==> config.mk <==
export PLATFORM = sky130hd
export DESIGN_NAME = witf_mt_flat
export DESIGN_NICKNAME = d
export VERILOG_FILES = /design/src/rtl/witf_mt_pkg.sv /design/src/rtl/witf_mt_if.sv /design/src/rtl/witf_mt_entry.sv /design/src/rtl/witf_mt.sv /design/src/flat_wrapper.sv
export SDC_FILE = /design/constraint.sdc
export NUM_CORES = 1
export LEC_CHECK = 0
export BUFFER_PORTS_ARGS = -buffer_cell sky130_fd_sc_hd__buf_4
export CORE_MARGIN = 2
export CORE_UTILIZATION = 55
export DETAILED_ROUTE_END_ITERATION = 12
export GPL_TIMING_DRIVEN = 1
export PLACE_DENSITY = 0.81
export SYNTH_ARGS = -nofsm -noshare
export SYNTH_HDL_FRONTEND = slang
export SYNTH_SLANG_ARGS = --single-unit
==> constraint.sdc <==
create_clock -name clk -period 4.1 [get_ports clk]
set_input_delay 0.205 -clock clk [delete_from_list [all_inputs] [get_ports clk]]
set_output_delay 0.205 -clock clk [all_outputs]
set_load 0.05 [all_outputs]
==> src/rtl/witf_mt_pkg.sv <==
// Shared sizing defaults and helpers for the writeback-instruction tracking FIFO.
// Optional WAW checking is enabled by defining WITF_WAW_CHK_EN.
package witf_mt_pkg;

    localparam int unsigned WITF_DEPTH = 4;
    localparam int unsigned WITF_RAW   = 5;

    // Occupancy counter must hold 0..depth inclusive.
    function automatic int unsigned cnt_width(input int unsigned depth);
        return $clog2(depth + 1);
    endfunction

    // Pointer width; a single-entry FIFO still needs a 1-bit pointer.
    function automatic int unsigned ptr_width(input int unsigned depth);
        return (depth > 1) ? $clog2(depth) : 1;
    endfunction

endpackage

==> src/rtl/witf_mt_if.sv <==
// Dispatch / writeback / status bundle between ID (master) and the tracking FIFO (slave).
interface witf_mt_if
    import witf_mt_pkg::*;
#(
    parameter int unsigned RAW = WITF_RAW,
    parameter int unsigned CW  = cnt_width(WITF_DEPTH)
);
    logic           disp_en;
    logic           disp_rs1en;
    logic [RAW-1:0] disp_rs1;
    logic           disp_rs2en;
    logic [RAW-1:0] disp_rs2;
    logic           disp_rdwen;
    logic [RAW-1:0] disp_rd;
    logic           disp_ok;
    logic           hazard;
    logic           witf_full;
    logic           witf_empty;
    logic [CW-1:0]  witf_cnt;
    logic           wb_en;
    logic           ret_rdwen;
    logic [RAW-1:0] ret_rd;
    logic           flush_witf;

    modport master (
        output disp_en, disp_rs1en, disp_rs1, disp_rs2en, disp_rs2,
               disp_rdwen, disp_rd, wb_en, flush_witf,
        input  disp_ok, hazard, witf_full, witf_empty, witf_cnt, ret_rdwen, ret_rd
    );

    modport slave (
        input  disp_en, disp_rs1en, disp_rs1, disp_rs2en, disp_rs2,
               disp_rdwen, disp_rd, wb_en, flush_witf,
        output disp_ok, hazard, witf_full, witf_empty, witf_cnt, ret_rdwen, ret_rd
    );
endinterface

==> src/rtl/witf_mt_entry.sv <==
// One tracking slot: valid/rd/rdwen storage plus source (and optionally rd) compare.
// With WITF_WAW_CHK_EN defined the slot also matches the dispatching rd.
module witf_mt_entry #(
    parameter int unsigned RAW = 5
) (
    input  logic           clk,
    input  logic           rst,
    input  logic           clr,
    input  logic           set,
    input  logic           pop,
    input  logic           rd_in,
    input  logic [RAW-1:0] rd_idx,
    input  logic           rs1en,
    input  logic [RAW-1:0] rs1,
    input  logic           rs2en,
    input  logic [RAW-1:0] rs2,
`ifdef WITF_WAW_CHK_EN
    input  logic           drdwen,
    input  logic [RAW-1:0] drd,
`endif
    output logic           hit,
    output logic           rdwen,
    output logic [RAW-1:0] rd
);

    logic valid;
    logic live;

    // set and pop never target the same slot in one cycle (wptr==rptr only when empty or full)
    always_ff @(posedge clk) begin
        if (rst || clr) begin
            valid <= 1'b0;
        end else if (set) begin
            valid <= 1'b1;
        end else if (pop) begin
            valid <= 1'b0;
        end
    end

    always_ff @(posedge clk) begin
        if (set) begin
            rd    <= rd_idx;
            rdwen <= rd_in;
        end
    end

    // x0 is never a real producer, so it never blocks a consumer
    always_comb begin
        live = valid && rdwen && (rd != '0);
        hit  = live && ((rs1en && (rd == rs1)) || (rs2en && (rd == rs2)));
`ifdef WITF_WAW_CHK_EN
        if (live && drdwen && (drd != '0) && (drd == rd)) begin
            hit = 1'b1;
        end
`endif
    end

endmodule

==> src/rtl/witf_mt.sv <==
// In-order tracker of in-flight long-latency rd writers; flags dispatch hazards for ID.
// Define WITF_WAW_CHK_EN to also flag write-after-write against tracked rds.
module witf_mt
    import witf_mt_pkg::*;
#(
    parameter int unsigned DEPTH = WITF_DEPTH,
    parameter int unsigned RAW   = WITF_RAW
) (
    input  logic clk,
    input  logic rst,
    witf_mt_if.slave bus
);

    localparam int unsigned   CW   = cnt_width(DEPTH);
    localparam int unsigned   PW   = ptr_width(DEPTH);
    localparam logic [PW-1:0] LAST = PW'(DEPTH - 1);

    logic [PW-1:0]  wptr;
    logic [PW-1:0]  rptr;
    logic           wflag;
    logic           rflag;
    logic [CW-1:0]  cnt;
    logic [DEPTH-1:0] hit;
    logic [DEPTH-1:0] ent_rdwen;
    logic [RAW-1:0] ent_rd [DEPTH];
    logic           full;
    logic           empty;
    logic           hazard;
    logic           push;
    logic           pop;

    // Status and handshake decode from registered pointers only
    always_comb begin
        empty  = (wptr == rptr) && (wflag == rflag);
        full   = (wptr == rptr) && (wflag != rflag);
        hazard = |hit;
        push   = bus.disp_en && !hazard && !full && !bus.flush_witf;
        pop    = bus.wb_en && !empty && !bus.flush_witf;
    end

    for (genvar i = 0; i < DEPTH; i++) begin : g_ent
        witf_mt_entry #(.RAW(RAW)) u_ent (
            .clk    (clk),
            .rst    (rst),
            .clr    (bus.flush_witf),
            .set    (push && (wptr == PW'(i))),
            .pop    (pop && (rptr == PW'(i))),
            .rd_in  (bus.disp_rdwen),
            .rd_idx (bus.disp_rd),
            .rs1en  (bus.disp_rs1en),
            .rs1    (bus.disp_rs1),
            .rs2en  (bus.disp_rs2en),
            .rs2    (bus.disp_rs2),
`ifdef WITF_WAW_CHK_EN
            .drdwen (bus.disp_rdwen),
            .drd    (bus.disp_rd),
`endif
            .hit    (hit[i]),
            .rdwen  (ent_rdwen[i]),
            .rd     (ent_rd[i])
        );
    end

    // Pointers wrap at DEPTH-1 (not a power of two in general); wrap flags split full from empty
    always_ff @(posedge clk) begin
        if (rst || bus.flush_witf) begin
            wptr  <= '0;
            rptr  <= '0;
            wflag <= 1'b0;
            rflag <= 1'b0;
            cnt   <= '0;
        end else begin
            if (push) begin
                if (wptr == LAST) begin
                    wptr  <= '0;
                    wflag <= ~wflag;
                end else begin
                    wptr <= wptr + PW'(1);
                end
            end
            if (pop) begin
                if (rptr == LAST) begin
                    rptr  <= '0;
                    rflag <= ~rflag;
                end else begin
                    rptr <= rptr + PW'(1);
                end
            end
            if (push && !pop) begin
                cnt <= cnt + CW'(1);
            end else if (pop && !push) begin
                cnt <= cnt - CW'(1);
            end
        end
    end

    assign bus.disp_ok    = push;
    assign bus.hazard     = hazard;
    assign bus.witf_full  = full;
    assign bus.witf_empty = empty;
    assign bus.witf_cnt   = cnt;
    assign bus.ret_rdwen  = !empty && ent_rdwen[rptr];
    assign bus.ret_rd     = empty ? '0 : ent_rd[rptr];

endmodule

==> src/flat_wrapper.sv <==
// flat-port wrapper written by rule: the top's interface ports become plain ports
module witf_mt_flat import witf_mt_pkg::*;
#(
    parameter int unsigned DEPTH = WITF_DEPTH,
    parameter int unsigned RAW   = WITF_RAW
)
  (clk, rst, bus_disp_en, bus_disp_rs1en, bus_disp_rs1, bus_disp_rs2en, bus_disp_rs2, bus_disp_rdwen, bus_disp_rd, bus_wb_en, bus_flush_witf, bus_disp_ok, bus_hazard, bus_witf_full, bus_witf_empty, bus_witf_cnt, bus_ret_rdwen, bus_ret_rd);
  witf_mt_if #(.RAW(RAW), .CW(3)) bus_i ();
  input  logic clk;
  input  logic rst;
  input wire logic [$bits(bus_i.disp_en)-1:0] bus_disp_en;
  input wire logic [$bits(bus_i.disp_rs1en)-1:0] bus_disp_rs1en;
  input wire logic [$bits(bus_i.disp_rs1)-1:0] bus_disp_rs1;
  input wire logic [$bits(bus_i.disp_rs2en)-1:0] bus_disp_rs2en;
  input wire logic [$bits(bus_i.disp_rs2)-1:0] bus_disp_rs2;
  input wire logic [$bits(bus_i.disp_rdwen)-1:0] bus_disp_rdwen;
  input wire logic [$bits(bus_i.disp_rd)-1:0] bus_disp_rd;
  input wire logic [$bits(bus_i.wb_en)-1:0] bus_wb_en;
  input wire logic [$bits(bus_i.flush_witf)-1:0] bus_flush_witf;
  output wire logic [$bits(bus_i.disp_ok)-1:0] bus_disp_ok;
  output wire logic [$bits(bus_i.hazard)-1:0] bus_hazard;
  output wire logic [$bits(bus_i.witf_full)-1:0] bus_witf_full;
  output wire logic [$bits(bus_i.witf_empty)-1:0] bus_witf_empty;
  output wire logic [$bits(bus_i.witf_cnt)-1:0] bus_witf_cnt;
  output wire logic [$bits(bus_i.ret_rdwen)-1:0] bus_ret_rdwen;
  output wire logic [$bits(bus_i.ret_rd)-1:0] bus_ret_rd;
  assign bus_i.disp_en = bus_disp_en;
  assign bus_i.disp_rs1en = bus_disp_rs1en;
  assign bus_i.disp_rs1 = bus_disp_rs1;
  assign bus_i.disp_rs2en = bus_disp_rs2en;
  assign bus_i.disp_rs2 = bus_disp_rs2;
  assign bus_i.disp_rdwen = bus_disp_rdwen;
  assign bus_i.disp_rd = bus_disp_rd;
  assign bus_i.wb_en = bus_wb_en;
  assign bus_i.flush_witf = bus_flush_witf;
  assign bus_disp_ok = bus_i.disp_ok;
  assign bus_hazard = bus_i.hazard;
  assign bus_witf_full = bus_i.witf_full;
  assign bus_witf_empty = bus_i.witf_empty;
  assign bus_witf_cnt = bus_i.witf_cnt;
  assign bus_ret_rdwen = bus_i.ret_rdwen;
  assign bus_ret_rd = bus_i.ret_rd;
  witf_mt #(.DEPTH(DEPTH), .RAW(RAW)) u_core (.clk(clk), .rst(rst), .bus(bus_i));
endmodule
======== Yosys cells after proc, flatten, opt, wreduce, memory -nomap -nowiden ========
Cells that the tools add are included.
word-level totals
  output and inout port bits .............. 13
  memories ................................ 0
  bits in writable memories ............... 0
  input bits .............................. 23
  register bits after elaboration ......... 37
  latch bits .............................. 0
  memory bits (read-only) ................. 0
operators by class
  add/subtract/negate cells ............... 4
  mux-type cells .......................... 18
  reduce and logical (&&, ||, !) cells .... 63
  equal/unequal tests ..................... 17
  multiply operators ...................... 0
  div/mod/pow operators ................... 0
  bitwise gates (word level) .............. 3
  $lt $le $gt $ge ......................... 2
  shifts and indexed selects .............. 0
operators by type and width
  cell                   number
  $eq A5 B5 Y1           8
  $logic_and A1 B1 Y1    38
  $reduce_bool A5 Y1     4
  $mux W5                3
  $bmux W5 S2            1
  $reduce_bool A2 Y1     5
  $mux W1                9
  $eq A2 B2 Y1 const B   4
  $logic_not A1 Y1       6
  $mux W3                2
  $logic_or A1 B1 Y1     5
  $add A2 B1 Y2 const B  2
  $eq A2 B1 Y1 const B   2
  $logic_not A2 Y1       2
  $mux W2                2
  $reduce_and A2 Y1      2
  $reduce_or A4 Y1       1
  $add A3 B1 Y3 const B  1
  $ge A3 B3 Y1 const B   1
  $lt A2 B3 Y1 const B   1
  $not A2 Y3             1
  $sub A3 B1 Y3 const B  1
  $bmux W1 S2            1
  $eq A2 B2 Y1           1
  other kinds (3)        4

======== Depth between registers and ports, before layout ========
Gate-level depths: netlist (run 1).
  depth in word-level cells ............... 13
  depth in mapped cells ................... 13

======== Hierarchy ========
From an unflattened synthesis (run 1), not the netlist that was laid out.
second synthesis, totals
  cells, all modules ...................... 197
  area total of the unflattened synthesis .. 2,304.7 sq um
modules (own cells, without submodules)
  module         times used  cells an instance  area each (sq um)  seq. area each (sq um)
  witf_mt_entry  4           27                 349.1              200.2
  witf_mt        1           89                 908.4              180.2

======== Worst setup path before layout (run 1) ========
Ideal clock, no wire load.
  path type ............................... flip-flop to flip-flop
  start ................................... reg u_core.rptr[0]
  end ..................................... reg u_core.cnt[2], in the netlist u_core.bus.witf_cnt[2]
  data required time ...................... 4.030 ns
  setup slack ............................. 0.861 ns
  arrival ................................. 3.170 ns
  period minus slack after synthesis ...... 3.239 ns
  stages on the path, launching flop included .. 14
  path buffers ............................ 1
  cells stage by stage .................... dfxtp_1 -> buf_4 -> xor2_2 -> nor2_1 -> and2_2 -> nor3b_2 -> nand3_4 -> inv_1 -> ha_1 -> inv_1 -> fa_1 -> xor2_1 -> or3_1 -> a21oi_1
between the ends
  word-level cells in the longest chain between the ends .. 8
ends and longest elaborated chain
  element                                line                text
  from (decl)                            witf_mt.sv:19       logic [PW-1:0] rptr;
  from (signal assigned)                 witf_mt.sv:86       rptr <= rptr + PW'(1);
  $eq A2 B2 Y1 (*)                       witf_mt.sv:35       full = (wptr == rptr) && (wflag != rflag);
  $logic_and A1 B1 Y1 (*)                witf_mt.sv:35
  net bus_witf_full                      flat_wrapper.sv:22  output wire logic [$bits(bus_i.witf_full)-1:0] bus_witf_full;
  $logic_not A1 Y1 (*)                   witf_mt.sv:37       push = bus.disp_en && !hazard && !full && !bus.flush_witf;
  $logic_and A1 B1 Y1 (*) (2 in series)  witf_mt.sv:37
  net bus_disp_ok                        flat_wrapper.sv:20  output wire logic [$bits(bus_i.disp_ok)-1:0] bus_disp_ok;
  $logic_not A1 Y1                       witf_mt.sv:91       end else if (pop && !push) begin
  $logic_and A1 B1 Y1                    witf_mt.sv:91
  $reduce_bool A2 Y1 (no source line)    --
  to (signal assigned)                   witf_mt.sv:90       cnt <= cnt + CW'(1);
  to (signal assigned)                   witf_mt.sv:92       cnt <= cnt - CW'(1);
  to (decl)                              witf_mt.sv:22       logic [CW-1:0] cnt;
Mark *: on every way through the listed nets, which the timed path passes. The rest lies on a longest branch.
A chain may end at the register's enable or synchronous reset.

======== Final worst setup path (run 1) ========
  start ................................... reg u_core.rptr[0]
  end ..................................... reg u_core.cnt[2], in the netlist u_core.bus.witf_cnt[2]
between the ends
  word-level cells in the longest chain between the ends .. 8
ends and longest elaborated chain
  element                                                      line
  $eq A2 B2 Y1 (*)                                             witf_mt.sv:34, witf_mt.sv:35
  $logic_and A1 B1 Y1, on equally long branches                witf_mt.sv:34, witf_mt.sv:35
  $logic_not A1 Y1, on equally long branches                   witf_mt.sv:38, witf_mt.sv:37
  $logic_and A1 B1 Y1, on equally long branches (2 in series)  witf_mt.sv:38, witf_mt.sv:37
  $logic_not A1 Y1, on equally long branches                   witf_mt.sv:89, witf_mt.sv:91
  $logic_and A1 B1 Y1, on equally long branches                witf_mt.sv:89, witf_mt.sv:91
  $mux W3 / $reduce_bool A2 Y1 (equally long branches)         --
Mark *: on every way between the ends. The rest lies on a longest branch, timed or not.

==> results of run 1 <==
synth_stat cells, drive strengths merged, types with 2 or more instances:
library cell,count
a21oi,4
a22oi,2
buf,3
clkbuf,10
dfxtp,13
edfxtp,24
ha,9
inv,12
mux2i,4
mux4,6
nand2,17
nand3,5
nand4,10
nor2,10
nor2b,6
o22ai,4
o311a,4
o31ai,4
or3,7
xnor2,40
xor2,6
logic make-up after synthesis:
kind of cell	count (synthesis)	share of synthesized area
flops	37	0.420
xor+xnor	46	0.176
buf+inv	25	0.0466
fa+ha+maj	10	0.0568
compound gates	20	0.0852
simple gates	59	0.137
mux	10	0.0782
power groups by stage:
| stage | sequential [mW] | combinational, mW | clock (mW) |
|---|---|---|---|
| CTS | 0.410 | 0.111 | 0.321 |
| global placement | 0.419 | 0.108 | 0 |
| global route | 0.411 | 0.121 | 0.335 |
| floorplan | 0.420 | 0.0733 | 0 |
| detailed placement | 0.419 | 0.110 | 0 |
| finish | 0.411 | 0.110 | 0.313 |
worst register-to-register path, delay by kind of cell (launching register included):
family	cells	cell delay, ns
AO/OA/AOI/OAI	1	0.13
XOR/XNOR	2	0.39
adder cells (fa/ha/maj)	2	0.57
buffers and inverters	2	0.18
flip-flops	1	0.68
AND/OR/NAND/NOR	5	1.11
routing by layer:
metal  part of all wire  GRT usage  up-vias
met5                  0          0        -
met4              0.017     0.0871        0
met3              0.048     0.0365        9
met2               0.47      0.351       51
met1               0.47      0.325      803
li1                   -          -      781
worst min-delay path by stage:
stage                         from                          end  cells after the start
floorplan           bus_disp_rd[0]  u_core.g_ent[0].u_ent.rd[0]                      0
global placement    bus_disp_rdwen  u_core.g_ent[2].u_ent.rdwen                      1
detailed placement  bus_disp_rdwen  u_core.g_ent[1].u_ent.rdwen                      1
CTS                 bus_disp_rdwen  u_core.g_ent[1].u_ent.rdwen                      1
global route        bus_disp_rd[0]  u_core.g_ent[1].u_ent.rd[0]                      1
finish              bus_disp_rd[0]  u_core.g_ent[3].u_ent.rd[0]                      1
state kept, by name, summed over array words and instances (netlist names):
signal and count:
u_core.g_ent.u_ent.rd 20, u_core.bus.witf_cnt 3, u_core.g_ent.u_ent.rdwen 4, u_core.wptr 2, u_core.rflag 1, u_core.g_ent.u_ent.valid 4
u_core.rptr 2, u_core.wflag 1
layout make-up:
type,instances,area (sq um),area share
clock buffers,5,68.8,0.0254
clock inverters,3,46.3,0.0171
inverters,12,45.0,0.0166
multi-input cells,145,1240,0.459
flip-flops and latches,37,981,0.362
well taps,50,62.6,0.0231
repair buffers,35,263,0.0969
metrics by stage:
stage	instance area (sq um)	setup slack [ns]	util
2_1_floorplan	2330	0.861	-
3_3_place_gp	2600	1.10	0.644
3_5_place_dp	2600	0.981	0.644
4_1_cts	2710	0.956	0.673
5_1_grt	2710	0.724	0.673
6_report	2710	0.980	0.673
==> flow_summary.toml, run 1 <==
[worst_setup_path]
critical_path_depth = 12
startpoint = "u_core.rptr[0]"
end_kind = "flop"
cp_cell_sequence = "xor2_2 > nor2_1 > and2_2 > nor3b_2 > nand3_4 > inv_1 > ha_1 > inv_1 > fa_1 > xor2_1 > or3_1 > a21oi_1"
cp.buffers_inverters = 2
worstPathMaxFanout = 12
critical-path-max-stage-delay_ns = 0.68
cp-endpoint = "u_core.bus.witf_cnt[2]"
cp_data_arrival_time_ns = 3.35
rr_endpoint = "u_core.bus.witf_cnt[2]"
cp-start-kind = "flop"
crit_slowest_cell = "dfxtp_1"
r2r_start = "u_core.rptr[0]"
cp_common_cell = "inv_1"
critical_path_class = "flop to flop"
r2r_cells = 12
critPathTopFamily = "simple AND/OR/NAND/NOR gates"
crit_required_ns = 4.33
rrSetupSlack_ns = 0.98

[clock_tree]
cts.htree.levels = 2
clk_latency_ns = 0.29
hold_buffers = 0
clock-sinks = 37
clockRootBuffer = "clkbuf_8"
cts_made_buffers = 5
cts_buffer_depth = 2
clk_pin_slew_worst_paths_ns = 0.08
post_cts_buffers = 0
ctsResizeCount = 0
cts_tree = "done"

[synthesis]
synth_top_area_share = 0.309
syn_nets = 240
synthFlopType = "edfxtp_1"
avgSynthCellArea_sq_um = 11.3
seq_area_frac_synth = 0.420
synthArstFlopShare = 0
synth.cell_area_sq_mm = 0.00233
yosysTopAreaCell = "edfxtp_1"
synth.distinct_cells = 35
synthTopCellsByArea = "edfxtp_1, xnor2_1, dfxtp_1, ha_1, mux4_2"
synth_cells = 207
synth_seq_cells = 37
synth_edf_count = 24
yosys_warnings = 0

[place]
hpwl_mm = 3.86
place.port_buffers = 35
gp_congestion = 0.947
dp_cells = 279

[global_route]
track_usage = 0.229
grt_pass1_vias = 1703
grt_overflow = 0
antenna_found_initial = 0
grt_pass1_wl_mm = 8.59
grt_max_degree = 14

[layout]
area_growth_pct = 16.1
drive_gt1_frac = 0.253
layout.cells.non_filler = 287
nFillCells = 316
final_common_cell = "xnor2_1"
layout_common_cells = "xnor2_1, buf_4, edfxtp_1"
diodes = 0
nNetsFinal = 269

[power_and_ir_drop]
p_int_uw = 635
pwr-share-clk = 0.375
switching_share = 0.239
finalPower_uw = 835
power_density_mw_per_mm2 = 308
pwr-share-seq = 0.492
combPwrFrac = 0.132
switchingPower_uw = 199
vdd.ir_drop.worst_mv = 0.284
p_leak_nw = 1.04

[die]
pin_count = 36
die_y_microns = 69.2
rows = 23
start_util = 0.580
coreArea_sq_mm = 0.00403
fp.dieArea_sq_mm = 0.00478
die_w_microns = 69.2

[run_status]
status = "completed"

[routing]
routed_wl_mm = 5.07
first_iter_violations = 115
wire_per_inst_microns = 17.7
ant_nets = 0
vias = 1644
vias_per_cell = 5.73
drc_errors = 0
drt_pass1_iterations = 4

[run]
maxCapViolCount = 0

[timing]
max_clock_freq_mhz = 321
max_slew_margin = 0.455
rsz0062_at_grt = "false"
finalHoldViolCount = 0
slew_violations = 0
min_period_over_period = 0.761
finalSetupViolCount = 0
tightest_slew_ns = 0.812
tns_ns = 0
period_needed_ns = 3.12
whs_ns = 0.114
fin_worst_skew_ns = 0.0113

[min_path]
hp-class = "input port to flop"
No activity file was read; power rests on OpenSTA's default activity.
==> run 2: changes to the inputs <==
==> constraint.sdc (replaced) <==
create_clock -name clk -period 3.2 [get_ports clk]
set_input_delay 0.16 -clock clk [delete_from_list [all_inputs] [get_ports clk]]
set_output_delay 0.16 -clock clk [all_outputs]
set_load 0.05 [all_outputs]
==> run 2 against run 1 <==
  * Power grew 17%
  * Sequential share of layout area is essentially flat
  * Die area is the same
  * Wire length shrank 1.2%
  * Critical path depth shrank 1
  * Clock-buffer cell count grew 1
  * First-iteration DRC count grew 38%
  * Via count shrank 0.49%
  * Global-route usage shrank 0.59 points
  * Combinational power grew 32%
  * Clock skew shrank 0.0021 ns
  * Clock power shrank 2%
  * Critical path type unchanged
==> flow_summary.toml, run 2 (same netlist as run 1, synthesis figures left out) <==
[die]
fp.dieArea_sq_mm = 0.00478
rows = 23
die_y_microns = 69.2
die_w_microns = 69.2
start_util = 0.580
pin_count = 36
coreArea_sq_mm = 0.00403

[worst_setup_path]
cp-endpoint = "u_core.bus.witf_cnt[2]"
cp.buffers_inverters = 2
critical_path_class = "flop to flop"
critPathTopFamily = "simple AND/OR/NAND/NOR gates"
rr_endpoint = "u_core.bus.witf_cnt[2]"
crit_required_ns = 3.42
cp_cell_sequence = "or3_1 > o311a_1 > a22oi_4 > nand3_4 > clkinvlp_4 > ha_1 > inv_1 > fa_1 > xor2_1 > or3_1 > a21oi_1"
crit_slowest_cell = "edfxtp_1"
rrSetupSlack_ns = 0.25
r2r_cells = 11
critical-path-max-stage-delay_ns = 0.46
cp-start-kind = "flop"
r2r_start = "u_core.g_ent[1].u_ent.rd[2]"
worstPathMaxFanout = 5
end_kind = "flop"
cp_data_arrival_time_ns = 3.17
startpoint = "u_core.g_ent[1].u_ent.rd[2]"
critical_path_depth = 11
cp_common_cell = "or3_1"

[timing]
max_clock_freq_mhz = 339
rsz0062_at_grt = "false"
max_slew_margin = 0.393
tightest_slew_ns = 0.903
tns_ns = 0
slew_violations = 0
finalSetupViolCount = 0
period_needed_ns = 2.95
whs_ns = 0.0731
fin_worst_skew_ns = 0.00922
finalHoldViolCount = 0
min_period_over_period = 0.923

[power_and_ir_drop]
pwr-share-clk = 0.314
vdd.ir_drop.worst_mv = 0.424
switching_share = 0.249
power_density_mw_per_mm2 = 360
switchingPower_uw = 244
combPwrFrac = 0.149
p_leak_nw = 1.05
p_int_uw = 733
pwr-share-seq = 0.537

[layout]
final_util = 0.673
final_common_cell = "xnor2_1"
nNetsFinal = 273
regMostFlops = "u_core.g_ent.u_ent.rd"
diodes = 0
top_regs = "u_core.g_ent.u_ent.rd: 20 flops, u_core.g_ent.u_ent.rdwen: 4 flops, u_core.g_ent.u_ent.valid: 4 flops"
final_area_sq_mm = 0.00271
drive_gt1_frac = 0.266
layout_common_cells = "xnor2_1, buf_4, edfxtp_1"
largest_reg_flops = 20
area_growth_pct = 16.2

[routing]
vias_per_cell = 5.62
routed_wl_mm = 5.01
vias = 1636
drt_pass1_iterations = 4
wire_per_inst_microns = 17.2
drc_errors = 0
ant_nets = 0
first_iter_violations = 159

[global_route]
antenna_found_initial = 0
grt_pass1_wl_mm = 8.47
grt_max_degree = 12
grt_pass1_vias = 1671
track_usage = 0.223
grt_overflow = 0

[clock_tree]
cts.htree.levels = 2
hold_buffers = 0
clk_latency_ns = 0.28
post_cts_buffers = 0
cts_tree = "done"
clock-sinks = 37
clockRootBuffer = "clkbuf_8"
cts_made_buffers = 5
clk_pin_slew_worst_paths_ns = 0.08
ctsResizeCount = 0
cts_buffer_depth = 2

[place]
gp_congestion = 0.908
place.port_buffers = 35
place_area_sq_mm = 0.00263
hpwl_mm = 3.94

[min_path]
hp-class = "input port to flop"

[run_status]
status = "completed"

[run]
maxCapViolCount = 0
## run 2: changes by cell type in the layout (fill, tap and decap cells not counted), sizes merged
cell    before  now
inv         12   11
buf         35   39
bufinv       1    0
clkinv       1    2
clkbuf       5    6
## run 2: layer usage
| metal | share of wire | GRT usage |
|---|---|---|
| met5 | 0 | 0 |
| met4 | 0.0056 | 0.0458 |
| met3 | 0.066 | 0.0395 |
| met2 | 0.45 | 0.347 |
| met1 | 0.47 | 0.328 |
## run 2: area by class of cell
type                       instances  area, sq um
fill                             308         1320
multi-input combinational        145         1240
sequential                        37          981
timing repair buffer              39          293
clock buffer                       6         72.6
tap                               50         62.6
inverter                          12         48.8
clock inverter                     2         10.0
## run 2: metrics by stage
stage               worst slack (ns)  power (mW)  instances
floorplan                      0.110       0.632        207
global placement               0.331       0.679        283
detailed placement             0.258       0.680        283
CTS                            0.249       0.987        291
global route                   0.112        1.02        291
finish                         0.247       0.977        291
## run 2: power by group through the flow
stage	combinational, mW	clock, mW	sequential, mW
after global placement	0.144	0	0.535
after CTS	0.146	0.316	0.524
after detailed placement	0.145	0	0.535
final	0.145	0.307	0.525
after global routing	0.158	0.341	0.525
after floorplan	0.0945	0	0.538
## run 2: how the worst min path moves through the flow
stage | startpoint | endpoint | cells after the start
6_report | bus_disp_rd[0] | u_core.g_ent[3].u_ent.rd[0] | 1
2_1_floorplan | bus_disp_rd[0] | u_core.g_ent[0].u_ent.rd[0] | 0
4_1_cts | bus_disp_rd[0] | u_core.g_ent[1].u_ent.rd[0] | 1
3_5_place_dp | bus_disp_rd[0] | u_core.g_ent[2].u_ent.rd[0] | 1
5_1_grt | bus_disp_rd[0] | u_core.g_ent[0].u_ent.rd[0] | 1
3_3_place_gp | bus_disp_rd[4] | u_core.g_ent[2].u_ent.rd[4] | 1
